File: src/rtl/bmem_burst_adapter_pkg.sv
// Shared constants and FSM state type for the cache-line to bmem burst adapter.
package bmem_adapter_pkg;

  localparam int BEAT_W      = 64;
  localparam int BURST_LEN   = 4;
  localparam int LINE_W      = BEAT_W * BURST_LEN;
  localparam int OFFSET_BITS = 5;
  localparam int CNT_W       = $clog2(BURST_LEN);

  typedef enum logic [2:0] {
    IDLE,
    RD_ISSUE,
    RD_WAIT,
    WR_BEAT,
    RESP,
    HOLD
  } state_e;

endpackage

File: src/rtl/bmem_burst_adapter_if.sv
// Arbiter-side line interface and memory-side burst interface of the adapter.
interface bmem_line_if;
  import bmem_adapter_pkg::*;

  logic [31:0]       line_addr;
  logic              line_read;
  logic              line_write;
  logic [LINE_W-1:0] line_wdata;
  logic [LINE_W-1:0] line_rdata;
  logic              line_valid;

  modport master (
    output line_addr, line_read, line_write, line_wdata,
    input  line_rdata, line_valid
  );

  modport slave (
    input  line_addr, line_read, line_write, line_wdata,
    output line_rdata, line_valid
  );
endinterface

interface bmem_bus_if;
  import bmem_adapter_pkg::*;

  logic              bmem_ready;
  logic [31:0]       bmem_addr;
  logic              bmem_read;
  logic              bmem_write;
  logic [BEAT_W-1:0] bmem_wdata;
  logic [31:0]       bmem_raddr;
  logic [BEAT_W-1:0] bmem_rdata;
  logic              bmem_rvalid;

  modport master (
    output bmem_addr, bmem_read, bmem_write, bmem_wdata,
    input  bmem_ready, bmem_raddr, bmem_rdata, bmem_rvalid
  );

  modport slave (
    input  bmem_addr, bmem_read, bmem_write, bmem_wdata,
    output bmem_ready, bmem_raddr, bmem_rdata, bmem_rvalid
  );
endinterface

File: src/rtl/bmem_burst_adapter_line_assembler.sv
// Beat counter and beat-indexed line buffer shared by read and write bursts.
module line_assembler
  import bmem_adapter_pkg::*;
(
  input  logic              clk,
  input  logic              rst,
  input  logic              clr_i,
  input  logic              adv_i,
  input  logic              cap_i,
  input  logic [BEAT_W-1:0] beat_i,
  output logic [CNT_W-1:0]  cnt_o,
  output logic              last_o,
  output logic              full_o,
  output logic [LINE_W-1:0] line_o
);

  logic [CNT_W-1:0]                 cnt_q;
  logic                             full_q;
  logic [BURST_LEN-1:0][BEAT_W-1:0] buf_q;

  always_ff @(posedge clk) begin
    if (!rst) begin
      cnt_q  <= '0;
      full_q <= 1'b0;
      buf_q  <= '0;
    end else if (clr_i) begin
      cnt_q  <= '0;
      full_q <= 1'b0;
      buf_q  <= '0;
    end else begin
      if (cap_i) begin
        buf_q[cnt_q] <= beat_i;
        if (last_o) full_q <= 1'b1;
      end
      if (adv_i) cnt_q <= cnt_q + 1'b1;
    end
  end

  assign cnt_o  = cnt_q;
  assign last_o = (cnt_q == CNT_W'(BURST_LEN - 1));
  assign full_o = full_q;
  assign line_o = buf_q;

endmodule

File: src/rtl/bmem_burst_adapter.sv
// Converts 256-bit cache-line requests into 4-beat bmem bursts and back.
// Optional BMEM_RADDR_CHECK_EN: drop read beats whose raddr tag is not this line.
module bmem_burst_adapter
  import bmem_adapter_pkg::*;
(
  input  logic          clk,
  input  logic          rst,
  bmem_line_if.slave    line,
  bmem_bus_if.master    mem
);

  state_e state_q, state_d;

  logic [31:0]                      addr_q;
  logic [BURST_LEN-1:0][BEAT_W-1:0] wdata_q;
  logic                             latch_q_en;

  logic              clr, adv, cap, beat_ok;
  logic [CNT_W-1:0]  cnt;
  logic              last, full;
  logic [LINE_W-1:0] asm_line;

  line_assembler u_asm (
    .clk    (clk),
    .rst    (rst),
    .clr_i  (clr),
    .adv_i  (adv),
    .cap_i  (cap),
    .beat_i (mem.bmem_rdata),
    .cnt_o  (cnt),
    .last_o (last),
    .full_o (full),
    .line_o (asm_line)
  );

`ifdef BMEM_RADDR_CHECK_EN
  assign beat_ok = (mem.bmem_raddr[31:OFFSET_BITS] == addr_q[31:OFFSET_BITS]);
`else
  logic unused_raddr;
  assign unused_raddr = ^mem.bmem_raddr;
  assign beat_ok      = 1'b1;
`endif

  logic unused_offset;
  assign unused_offset = ^line.line_addr[OFFSET_BITS-1:0];

  always_ff @(posedge clk) begin
    if (!rst) state_q <= IDLE;
    else      state_q <= state_d;
  end

  // Request payload is only meaningful while a burst is active, so it is not reset.
  always_ff @(posedge clk) begin
    if (latch_q_en) begin
      addr_q  <= {line.line_addr[31:OFFSET_BITS], {OFFSET_BITS{1'b0}}};
      wdata_q <= line.line_wdata;
    end
  end

  always_comb begin
    state_d         = state_q;
    latch_q_en      = 1'b0;
    clr             = 1'b0;
    adv             = 1'b0;
    cap             = 1'b0;
    line.line_valid = 1'b0;
    line.line_rdata = '0;
    mem.bmem_addr   = '0;
    mem.bmem_read   = 1'b0;
    mem.bmem_write  = 1'b0;
    mem.bmem_wdata  = '0;

    case (state_q)
      IDLE: begin
        if (line.line_write && mem.bmem_ready) begin
          latch_q_en = 1'b1;
          clr        = 1'b1;
          state_d    = WR_BEAT;
        end else if (line.line_read && mem.bmem_ready) begin
          latch_q_en = 1'b1;
          state_d    = RD_ISSUE;
        end
      end
      RD_ISSUE: begin
        mem.bmem_read = 1'b1;
        mem.bmem_addr = addr_q;
        if (mem.bmem_ready) begin
          clr     = 1'b1;
          state_d = RD_WAIT;
        end
      end
      RD_WAIT: begin
        if (mem.bmem_rvalid && beat_ok) begin
          cap = 1'b1;
          adv = 1'b1;
          if (last) state_d = RESP;
        end
      end
      WR_BEAT: begin
        mem.bmem_write = 1'b1;
        mem.bmem_addr  = addr_q;
        mem.bmem_wdata = wdata_q[cnt];
        if (mem.bmem_ready) begin
          adv = 1'b1;
          if (last) state_d = RESP;
        end
      end
      RESP: begin
        // A write burst clears the assembler and never fills it, so full marks a read.
        line.line_valid = 1'b1;
        line.line_rdata = full ? asm_line : '0;
        state_d         = HOLD;
      end
      HOLD: state_d = IDLE;
      default: state_d = IDLE;
    endcase
  end

endmodule

File: src/flat_wrapper.sv
// flat-port wrapper written by rule: the top's interface ports become plain ports
module bmem_burst_adapter_flat import bmem_adapter_pkg::*;
  (clk, rst, line_line_addr, line_line_read, line_line_write, line_line_wdata, line_line_rdata, line_line_valid, mem_bmem_addr, mem_bmem_read, mem_bmem_write, mem_bmem_wdata, mem_bmem_ready, mem_bmem_raddr, mem_bmem_rdata, mem_bmem_rvalid);
  bmem_line_if line_i ();
  bmem_bus_if mem_i ();
  input  logic clk;
  input  logic rst;
  input wire logic [$bits(line_i.line_addr)-1:0] line_line_addr;
  input wire logic [$bits(line_i.line_read)-1:0] line_line_read;
  input wire logic [$bits(line_i.line_write)-1:0] line_line_write;
  input wire logic [$bits(line_i.line_wdata)-1:0] line_line_wdata;
  output wire logic [$bits(line_i.line_rdata)-1:0] line_line_rdata;
  output wire logic [$bits(line_i.line_valid)-1:0] line_line_valid;
  output wire logic [$bits(mem_i.bmem_addr)-1:0] mem_bmem_addr;
  output wire logic [$bits(mem_i.bmem_read)-1:0] mem_bmem_read;
  output wire logic [$bits(mem_i.bmem_write)-1:0] mem_bmem_write;
  output wire logic [$bits(mem_i.bmem_wdata)-1:0] mem_bmem_wdata;
  input wire logic [$bits(mem_i.bmem_ready)-1:0] mem_bmem_ready;
  input wire logic [$bits(mem_i.bmem_raddr)-1:0] mem_bmem_raddr;
  input wire logic [$bits(mem_i.bmem_rdata)-1:0] mem_bmem_rdata;
  input wire logic [$bits(mem_i.bmem_rvalid)-1:0] mem_bmem_rvalid;
  assign line_i.line_addr = line_line_addr;
  assign line_i.line_read = line_line_read;
  assign line_i.line_write = line_line_write;
  assign line_i.line_wdata = line_line_wdata;
  assign line_line_rdata = line_i.line_rdata;
  assign line_line_valid = line_i.line_valid;
  assign mem_bmem_addr = mem_i.bmem_addr;
  assign mem_bmem_read = mem_i.bmem_read;
  assign mem_bmem_write = mem_i.bmem_write;
  assign mem_bmem_wdata = mem_i.bmem_wdata;
  assign mem_i.bmem_ready = mem_bmem_ready;
  assign mem_i.bmem_raddr = mem_bmem_raddr;
  assign mem_i.bmem_rdata = mem_bmem_rdata;
  assign mem_i.bmem_rvalid = mem_bmem_rvalid;
  bmem_burst_adapter u_core (.clk(clk), .rst(rst), .line(line_i), .mem(mem_i));
endmodule
File: config.mk
export PLATFORM = sky130hd
export DESIGN_NAME = bmem_burst_adapter_flat
export DESIGN_NICKNAME = d
export VERILOG_FILES = /design/src/rtl/bmem_burst_adapter_pkg.sv /design/src/rtl/bmem_burst_adapter_if.sv /design/src/rtl/bmem_burst_adapter_line_assembler.sv /design/src/rtl/bmem_burst_adapter.sv /design/src/flat_wrapper.sv
export SDC_FILE = /design/constraint.sdc
export NUM_CORES = 1
export LEC_CHECK = 0
export CORE_AREA = 2 2 293 295
export CTS_CLUSTER_SIZE = 12
export DETAILED_ROUTE_END_ITERATION = 6
export DIE_AREA = 0 0 295 297
export PLACE_DENSITY_LB_ADDON = 0.1
export SLEW_MARGIN = 20
export SYNTH_ARGS = -nofsm -noshare
export SYNTH_HDL_FRONTEND = slang
export SYNTH_SLANG_ARGS = --single-unit
File: constraint.sdc
create_clock -name clk -period 39.5 [get_ports clk]
set_clock_uncertainty 0.2 [all_clocks]
set_input_delay 7.9 -clock clk [delete_from_list [all_inputs] [get_ports clk]]
set_output_delay 7.9 -clock clk [all_outputs]
set_load 0.02 [all_outputs]
==> impl_metrics.env, run 1 <==
export IMPL_rows=107
export IMPL_syn_to_final_growth_pct=44.22
export IMPL_p_total_w=0.001356
export IMPL_grt_total_usage_pct=19.93
export IMPL_via_count=18488
export IMPL_fin_crit_ns=11.60
export IMPL_top_layer="met5"
export IMPL_ys_async_sr_fraction_pct=0
export IMPL_p_leak_nw=11.46
export IMPL_synth_edf_count=283
export IMPL_drive_above_1_share_pct=7.959
export IMPL_setup_worst_path_start_class="register"
export IMPL_cts_root_buf="clkbuf_16"
export IMPL_drc_errors=0
export IMPL_grt_max_degree=195
export IMPL_cts_sinks=545
export IMPL_slew_viol_final=0
export IMPL_cap_violations=0
export IMPL_layout_common_cells="clkdlybuf4s50_1, and3_1, edfxtp_1"
export IMPL_path_class="reg2out"
export IMPL_p_per_area_nw_per_um2=41.63
export IMPL_cts_setup_buffers=0
export IMPL_crit_path_max_fanout=26
export IMPL_viasPerCell=4.897
export IMPL_cts_tree="done"
export IMPL_synth_top_area_share_pct=37.62
export IMPL_fmax_mhz=86.19
export IMPL_synth_area_leader_cell="edfxtp_1"
export IMPL_ys_warn_count=0
export IMPL_syn_inst=2008
export IMPL_reg2reg_depth=6
export IMPL_synth_main_ff_cell="edfxtp_1"
export IMPL_status="finished, final reports clean"
export IMPL_start_util_pct=26.74
export IMPL_reg2reg_from="u_core.u_asm.cnt_o[1]$_SDFFE_PP0P_"
export IMPL_end_kind="primary output"
export IMPL_grt_overflow_total=0
export IMPL_r2r_end="u_core.u_asm.line_o[178]$_SDFFE_PP0P_"
export IMPL_place_congestion=0.7942
export IMPL_drt_met1_wl_um=35440
export IMPL_insertion_delay_ns=0.59
export IMPL_routed_wl_met2_um=44960
export IMPL_grt_first_pass_wirelength_um=131500
export IMPL_port_buffers=702
export IMPL_ys_ff_latch=545
export IMPL_placed_cell_area_um2=30310
export IMPL_regArea_um2=13760
export IMPL_firstDrtPassIters=5
export IMPL_syn_area_um2=22590
export IMPL_fin_util_pct=38.57
export IMPL_die_x_um=295
export IMPL_worst_slew_pin_slew_ns=1.084
export IMPL_startpoint="u_core.u_asm.cnt_o[0]$_SDFFE_PP0P_"
export IMPL_clk_pin_slew_ns=0.06
export IMPL_setup_violations_final=0
export IMPL_worstSetupEndpoint="mem_bmem_wdata[21]"
export IMPL_clockBufferDepth=3
export IMPL_coreArea_um2=84480
export IMPL_post_dp_hpwl_um=58640
export IMPL_fin_hold_ws_ns=0.2691
export IMPL_slew_headroom_pct=27.70
export IMPL_design_area_um2=32580
export IMPL_cts_hold_buf=0
export IMPL_layout_commonest_cell="clkdlybuf4s50_1"
export IMPL_wl_per_cell_um=23.82
export IMPL_drt_iter0_drc=1368
export IMPL_htreeDepth=3
export IMPL_seq_area_frac_synth_pct=60.83
export IMPL_grt_pass1_vias=19100
export IMPL_timing_final_crit_share_pct=29.37
export IMPL_n_fill_cell=8264
export IMPL_tns_ns=0
export IMPL_hold_class="reg2reg"
export IMPL_critPathRequiredTime_ns=31.40
export IMPL_die_h_um=297
export IMPL_hold_viol=0
export IMPL_wl_met3_um=8108
export IMPL_multi_input_comb_area_um2=7855
export IMPL_ys_top_cells_by_area="edfxtp_1, dfxtp_1, and3_1"
export IMPL_rsz0062_at_grt="false"
export IMPL_antenna_found_initial=14
export IMPL_yosysUniqueCellTypes=33
export IMPL_nets=2968
export IMPL_numCtsBuffers=67
export IMPL_totalWireLength_um=89930
export IMPL_ir_worst_vdd_v=0.00002566
export IMPL_pin_count=745
export IMPL_rrSetupSlack_ns=35.48
export IMPL_arrival_ns=3.50
export IMPL_fp_dieArea_um2=87620
export IMPL_drt_antenna_violating_nets=0
export IMPL_cts_resized=0
export IMPL_syn_area_per_cell_um2=11.25
-- sequential cells by signal, summed over array words and instances, names as in the netlist --
register	cells
u_core.addr_q	27
u_core.u_asm.line_o	256
u_core.u_asm.cnt_o	2
u_core.wdata_q	256
u_core.state_q	3
u_core.u_asm.full_o	1
-- logic make-up (layout without fill, tap and decap cells) --
logic type      count (synthesis)  after routing  synth area share [%]
buf+inv                       242            856                 4.846
simple gates                  625            625                 15.87
fa+ha+maj                       4              4                0.2215
other cells                     1             10               0.01660
flops                         545            545                 60.83
compound gates                525            525                 11.74
mux                            66             66                 6.474
-- how the worst min path moves through the flow --
stage	from	endpoint	slack, ns	cells after the start
detailed placement	u_core.u_asm.line_o[24]$_SDFFE_PP0P_	u_core.u_asm.line_o[24]$_SDFFE_PP0P_	0.26	2
global placement	u_core.u_asm.line_o[90]$_SDFFE_PP0P_	u_core.u_asm.line_o[90]$_SDFFE_PP0P_	0.26	2
CTS	u_core.u_asm.line_o[24]$_SDFFE_PP0P_	u_core.u_asm.line_o[24]$_SDFFE_PP0P_	0.27	2
finish	u_core.u_asm.line_o[255]$_SDFFE_PP0P_	u_core.u_asm.line_o[255]$_SDFFE_PP0P_	0.27	2
floorplan	u_core.u_asm.line_o[127]$_SDFFE_PP0P_	u_core.u_asm.line_o[127]$_SDFFE_PP0P_	0.25	2
global route	u_core.u_asm.line_o[161]$_SDFFE_PP0P_	u_core.u_asm.line_o[161]$_SDFFE_PP0P_	0.28	2
-- report_power, final --
part           leakage [nW]  switching, W  internal (W)
clock                  1.08      0.000249      0.000372
sequential             4.77    0.00000812      0.000622
combinational          5.61     0.0000555     0.0000500
total                  11.5      0.000313       0.00104
-- critical path: stages (launching register included) --
cell and delay, ns:
dfxtp_4 0.66, buf_4 0.54, buf_16 0.30, mux4_2 0.54, and3_1 0.20, clkdlybuf4s50_1 0.59
-- layout make-up --
cell class	count	share of cell area (%)
diodes	5	0.03840
clock buffers	96	5.883
clock inverters	25	0.8832
inverters	8	0.09216
multi-input cells	1225	24.11
flip-flops and latches	545	42.23
well taps	1144	4.393
repair buffers	727	22.38
-- cell usage after synthesis (3+ instances only) --
cell type,instances
and3_1,320
edfxtp_1,283
dfxtp_1,262
o21ai_0,261
a21oi_1,260
nand3_1,259
clkbuf_1,155
mux4_2,64
buf_2,41
buf_4,36
and2_1,28
ha_1,4
inv_1,4
nor2_1,4
nor2b_1,4
clkinv_1,3
-- stage by stage --
step                      std cells  setup WS, ns
after detailed placement       3647         27.97
after global placement         3646         27.99
after global routing           3771         27.67
final                          3775         27.90
after CTS                      3768         27.59
after floorplan                2012         3.127
-- per-layer routing --
| metal | up-vias | track usage, % |
|---|---|---|
| li1 | 8610 | - |
| met1 | 9166 | 23.97 |
| met2 | 595 | 34.07 |
| met3 | 97 | 7.083 |
| met4 | 20 | 4.276 |
| met5 | - | 0 |
Note: power is estimated with default switching activity, not from simulation.
==> run 2, diff against run 1 <==
==> constraint.sdc (replaced) <==
create_clock -name clk -period 10.83 [get_ports clk]
set_clock_uncertainty 0.2 [all_clocks]
set_input_delay 2.166 -clock clk [delete_from_list [all_inputs] [get_ports clk]]
set_output_delay 2.166 -clock clk [all_outputs]
set_load 0.02 [all_outputs]
==> run 2 against run 1 <==
The run now ends with max-slew violations left. Total power grew to 3.6 times the previous value. Combinational power grew to 3.6 times the previous value. Non-clock buffer count shrank 4. Cell area shrank 0.37%. Setup slack lost 24 ns. Count of clock-buffer cells in the layout shrank 3. Register-to-register slack lost 28 ns. Core utilization shrank 0.14 points. First-iteration DRC count shrank 4.2%. Global-route usage shrank 0.075 points. Largest power group unchanged.
==> impl_metrics.env, run 2 (synthesis gave the netlist of run 1 again) <==
export IMPL_cp_slowest_cell="clkdlybuf4s50_1"
export IMPL_totalWireLength_um=89980
export IMPL_arrival_ns=4.16
export IMPL_layout_commonest_cell="clkdlybuf4s50_1"
export IMPL_setup_worst_path_start_class="register"
export IMPL_crit_path_max_fanout=148
export IMPL_grt_pass1_vias=19363
export IMPL_cts_sinks=545
export IMPL_grt_overflow_total=0
export IMPL_syn_to_final_growth_pct=43.69
export IMPL_coreArea_um2=84480
export IMPL_htreeDepth=3
export IMPL_grt_first_pass_wirelength_um=131200
export IMPL_start_util_pct=26.74
export IMPL_drc_errors=0
export IMPL_nets=2964
export IMPL_wl_per_cell_um=23.85
export IMPL_slew_headroom_pct=-20.32
export IMPL_drive_above_1_share_pct=7.557
export IMPL_firstDrtPassIters=5
export IMPL_n_fill_cell=8299
export IMPL_rows=107
export IMPL_clockBufferDepth=3
export IMPL_grt_total_usage_pct=19.86
export IMPL_post_dp_hpwl_um=58540
export IMPL_fin_crit_ns=6.530
export IMPL_status="finished with violations"
export IMPL_rsz0062_at_grt="false"
export IMPL_setup_violations_final=0
export IMPL_cts_hold_buf=0
export IMPL_drt_iter0_drc=1310
export IMPL_fmax_mhz=153.1
export IMPL_critPathTopFamily="buffers and inverters"
export IMPL_die_x_um=295
export IMPL_fin_util_pct=38.43
export IMPL_antenna_found_initial=22
export IMPL_clk_pin_slew_ns=0.06
export IMPL_critPathRequiredTime_ns=8.46
export IMPL_path_cells="nor2_1, and2_4, buf_16, buf_6, and3_1, clkdlybuf4s50_1"
export IMPL_ir_worst_vdd_v=0.0001075
export IMPL_hold_viol=0
export IMPL_cts_setup_buffers=0
export IMPL_insertion_delay_ns=0.60
export IMPL_timing_final_crit_share_pct=60.29
export IMPL_grt_max_degree=257
export IMPL_critical_path_max_stage_delay_ns=0.73
export IMPL_pin_count=745
export IMPL_drt_antenna_violating_nets=0
export IMPL_die_h_um=297
export IMPL_via_count=18611
export IMPL_crit_buf_inv=3
export IMPL_cap_violations=0
export IMPL_end_kind="primary output"
export IMPL_viasPerCell=4.933
export IMPL_numCtsBuffers=67
export IMPL_p_leak_nw=11.39
export IMPL_path_class="reg2out"
export IMPL_hold_class="reg2reg"
export IMPL_slew_viol_final=151
export IMPL_p_per_area_nw_per_um2=149.5
export IMPL_failed_checks="max-slew violations"
export IMPL_layout_common_cells="clkdlybuf4s50_1, and3_1, edfxtp_1"
export IMPL_worst_slew_pin_slew_ns=1.805
export IMPL_cts_root_buf="clkbuf_16"
export IMPL_port_buffers=702
export IMPL_cts_tree="done"
export IMPL_cts_resized=0
export IMPL_tns_ns=0
export IMPL_place_congestion=0.7953
export IMPL_fp_dieArea_um2=87620
## run 2: final timing paths
path,startpoint,to,slack (ns),cells past startpoint
max,u_core.state_q[1]$_SDFFE_PN0P_,line_line_rdata[195],4.30,6
min,u_core.u_asm.line_o[253]$_SDFFE_PP0P_,u_core.u_asm.line_o[253]$_SDFFE_PP0P_,0.27,2
max reg2reg,u_core.state_q[1]$_SDFFE_PN0P_,u_core.u_asm.line_o[172]$_SDFFE_PP0P_,7.33,5
min reg2reg,u_core.u_asm.line_o[253]$_SDFFE_PP0P_,u_core.u_asm.line_o[253]$_SDFFE_PP0P_,0.27,2
## run 2: metrics by stage
step / setup slack (ns) / total power [W] / instance area (um^2) / hold slack (ns) / cells
global placement: 4.466 / 0.002718 / 30290 / 0.2577 / 3644
finish: 4.300 / 0.004852 / 32460 / 0.2717 / 3773
CTS: 4.120 / 0.004929 / 32410 / 0.2703 / 3763
floorplan: -1.002 / 0.002521 / 22620 / 0.2490 / 2012
detailed placement: 4.799 / 0.002728 / 30290 / 0.2624 / 3644
global route: 4.089 / 0.005028 / 32450 / 0.2868 / 3768
## run 2: per-layer routing
metal  GRT usage, %  part of all wire [%]
met5              0                  0.19
met4          4.981                   2.1
met3          7.165                   8.9
met2          34.56                    50
met1          23.00                    39
## run 2: cell type report
cell class	count	area, um^2	area share, %
flip-flops and latches	545	13760	42.38
clock buffers	93	1886	5.808
inverters	8	30.03	0.09250
clock inverters	26	234.0	0.7208
diodes	9	22.52	0.06938
multi-input cells	1225	7864	24.22
repair buffers	723	7237	22.29
well taps	1144	1431	4.409
## run 2: power breakdown
group	switching (W)	leakage [nW]	internal, W
combinational	0.000199	5.59	0.000181
clock	0.000923	1.03	0.00125
sequential	0.0000306	4.77	0.00227
total	0.00115	11.4	0.00370
## run 2: tightest hold or removal path, cell delays in order (launching register included)
cell,delay [ns]
dfxtp_1,0.30
o21ai_0,0.06
a21oi_1,0.06
==> run 3, diff against run 2 <==
--- a/config.mk
+++ b/config.mk
@@ -5,10 +5,10 @@
 export SDC_FILE = /design/constraint.sdc
 export NUM_CORES = 1
 export LEC_CHECK = 0
-export CORE_AREA = 2 2 293 295
+export CORE_AREA = 2 2 289 291
 export CTS_CLUSTER_SIZE = 12
 export DETAILED_ROUTE_END_ITERATION = 6
-export DIE_AREA = 0 0 295 297
+export DIE_AREA = 0 0 291 293
 export PLACE_DENSITY_LB_ADDON = 0.1
 export SLEW_MARGIN = 20
 export SYNTH_ARGS = -nofsm -noshare
==> constraint.sdc (replaced) <==
create_clock -name clk -period 5.55 [get_ports clk]
set_clock_uncertainty 0.2 [all_clocks]
set_input_delay 1.11 -clock clk [delete_from_list [all_inputs] [get_ports clk]]
set_output_delay 1.11 -clock clk [all_outputs]
set_load 0.02 [all_outputs]
==> run 3 against run 2 <==
Count of clock-buffer cells in the layout fell by 3. Total power rose by 91%. Sequential power rose by 94%. Sequential share of layout area rose by 0.072 points. Critical endpoint is now line_line_rdata[213]. The flow now finishes without violations. Critical path type unchanged. Die area fell by 2.7%. Hold slack got worse by 0.0022 ns.
==> impl_metrics.env, run 3 (synthesis gave the netlist of run 1 again) <==
export IMPL_status="finished, final reports clean"
export IMPL_cts_hold_buf=0
export IMPL_end_kind="primary output"
export IMPL_drc_errors=0
export IMPL_crit_path_max_fanout=92
export IMPL_hold_class="reg2reg"
export IMPL_fp_dieArea_um2=85260
export IMPL_timing_final_crit_share_pct=87.05
export IMPL_totalWireLength_um=89720
export IMPL_regArea_um2=13760
export IMPL_grt_first_pass_wirelength_um=130900
export IMPL_drt_iter0_drc=1233
export IMPL_fin_hold_ws_ns=0.2695
export IMPL_via_count=18595
export IMPL_rows=105
export IMPL_post_dp_hpwl_um=58830
export IMPL_wl_per_cell_um=24.24
export IMPL_cts_resized=0
export IMPL_die_x_um=291
export IMPL_die_h_um=293
export IMPL_fin_crit_ns=4.831
export IMPL_nets=2969
export IMPL_fin_cells=3701
export IMPL_slew_viol_final=0
export IMPL_start_util_pct=27.60
export IMPL_cts_setup_buffers=0
export IMPL_port_buffers=702
export IMPL_pin_count=745
export IMPL_setup_worst_path_start_class="register"
export IMPL_firstDrtPassIters=6
export IMPL_grt_overflow_total=0
export IMPL_drive_above_1_share_pct=7.883
export IMPL_design_area_um2=32400
export IMPL_worst_slew_pin_slew_ns=1.125
export IMPL_arrival_ns=3.52
export IMPL_multi_input_comb_area_um2=7864
export IMPL_hold_viol=0
export IMPL_critical_path_max_stage_delay_ns=0.91
export IMPL_clk_pin_slew_ns=0.06
export IMPL_ir_worst_vdd_v=0.0002666
export IMPL_place_congestion=0.7921
export IMPL_path_cells="and2_4, buf_4, and3_1, clkdlybuf4s50_1"
export IMPL_insertion_delay_ns=0.63
export IMPL_antenna_found_initial=19
export IMPL_grt_total_usage_pct=20.25
export IMPL_cts_sinks=545
export IMPL_htreeDepth=2
export IMPL_setup_violations_final=0
export IMPL_numCtsBuffers=61
export IMPL_viasPerCell=5.024
export IMPL_clockBufferDepth=3
export IMPL_dp_cells=3582
export IMPL_cp_slowest_cell="and2_4"
export IMPL_p_total_w=0.009244
export IMPL_cts_root_buf="clkbuf_16"
export IMPL_fmax_mhz=207.0
export IMPL_p_leak_nw=11.43
export IMPL_n_fill_cell=7965
export IMPL_grt_pass1_vias=18938
export IMPL_cts_tree="done"
export IMPL_layout_commonest_cell="clkdlybuf4s50_1"
export IMPL_rsz0062_at_grt="false"
export IMPL_placed_cell_area_um2=30420
export IMPL_syn_to_final_growth_pct=43.42
export IMPL_path_class="reg2out"
export IMPL_cap_violations=0
export IMPL_p_per_area_nw_per_um2=285.3
export IMPL_layout_common_cells="clkdlybuf4s50_1, and3_1, edfxtp_1"
export IMPL_drt_antenna_violating_nets=0
export IMPL_fin_util_pct=39.59
export IMPL_coreArea_um2=81850
export IMPL_critPathRequiredTime_ns=4.24
export IMPL_slew_headroom_pct=25.00
export IMPL_grt_max_degree=257
-- run 3: cell count changes in the layout (fill, tap and decap cells not counted), sizes merged --
cell / previous run / this run
diode: 9 / 5
clkbuf: 93 / 90
bufinv: 1 / 2
clkinvlp: 1 / 0
inv: 10 / 8
buf: 21 / 32
-- run 3: worst paths after layout --
check | start | endpoint | slack (ns) | cells past startpoint
worst min register to register | u_core.u_asm.line_o[17]$_SDFFE_PP0P_ | u_core.u_asm.line_o[17]$_SDFFE_PP0P_ | 0.27 | 2
worst min-delay path | u_core.u_asm.line_o[17]$_SDFFE_PP0P_ | u_core.u_asm.line_o[17]$_SDFFE_PP0P_ | 0.27 | 2
worst max-delay path | u_core.state_q[2]$_SDFFE_PN0P_ | line_line_rdata[213] | 0.72 | 4
worst max register to register | u_core.u_asm.cnt_o[1]$_SDFFE_PP0P_ | u_core.u_asm.line_o[114]$_SDFFE_PP0P_ | 1.81 | 6
-- run 3: through the flow --
step | worst slack (ns) | TNS (ns)
after floorplan | -5.226 | -1479.05
after global routing | 0.4990 | 0
after CTS | 0.6694 | 0
after global placement | 1.414 | 0
final | 0.7190 | 0
after detailed placement | 1.369 | 0
-- run 3: worst max-delay path: cells and delay by family, from the launching register on --
| kind | cells | cell delay (ns) |
|---|---|---|
| buffers and inverters | 2 | 1.02 |
| flip-flops | 1 | 0.65 |
| AND/OR/NAND/NOR | 2 | 1.12 |
-- run 3: per-layer routing --
metal | global-route usage (%) | vias up | part of all wire [%]
met5 | 0 | - | 0.19
met4 | 4.069 | 28 | 1.7
met3 | 6.982 | 118 | 8.3
met2 | 35.11 | 610 | 50
met1 | 24.33 | 9220 | 40
li1 | - | 8619 | -
-- run 3: cell type report --
cell class                 count  area share (%)
clock inverter                24          0.5831
clock buffer                  90           5.487
sequential                   545           42.45
timing repair buffer         734           22.93
inverter                       8          0.1043
multi-input combinational   1225           24.27
tap                         1070           4.132
antenna                        5         0.03862
-- run 3: power breakdown --
part,switching [W],total (W),internal (W)
Combinational,0.000406,0.000772,0.000366
Sequential,0.0000466,0.00447,0.00442
Clock,0.00170,0.00400,0.00230
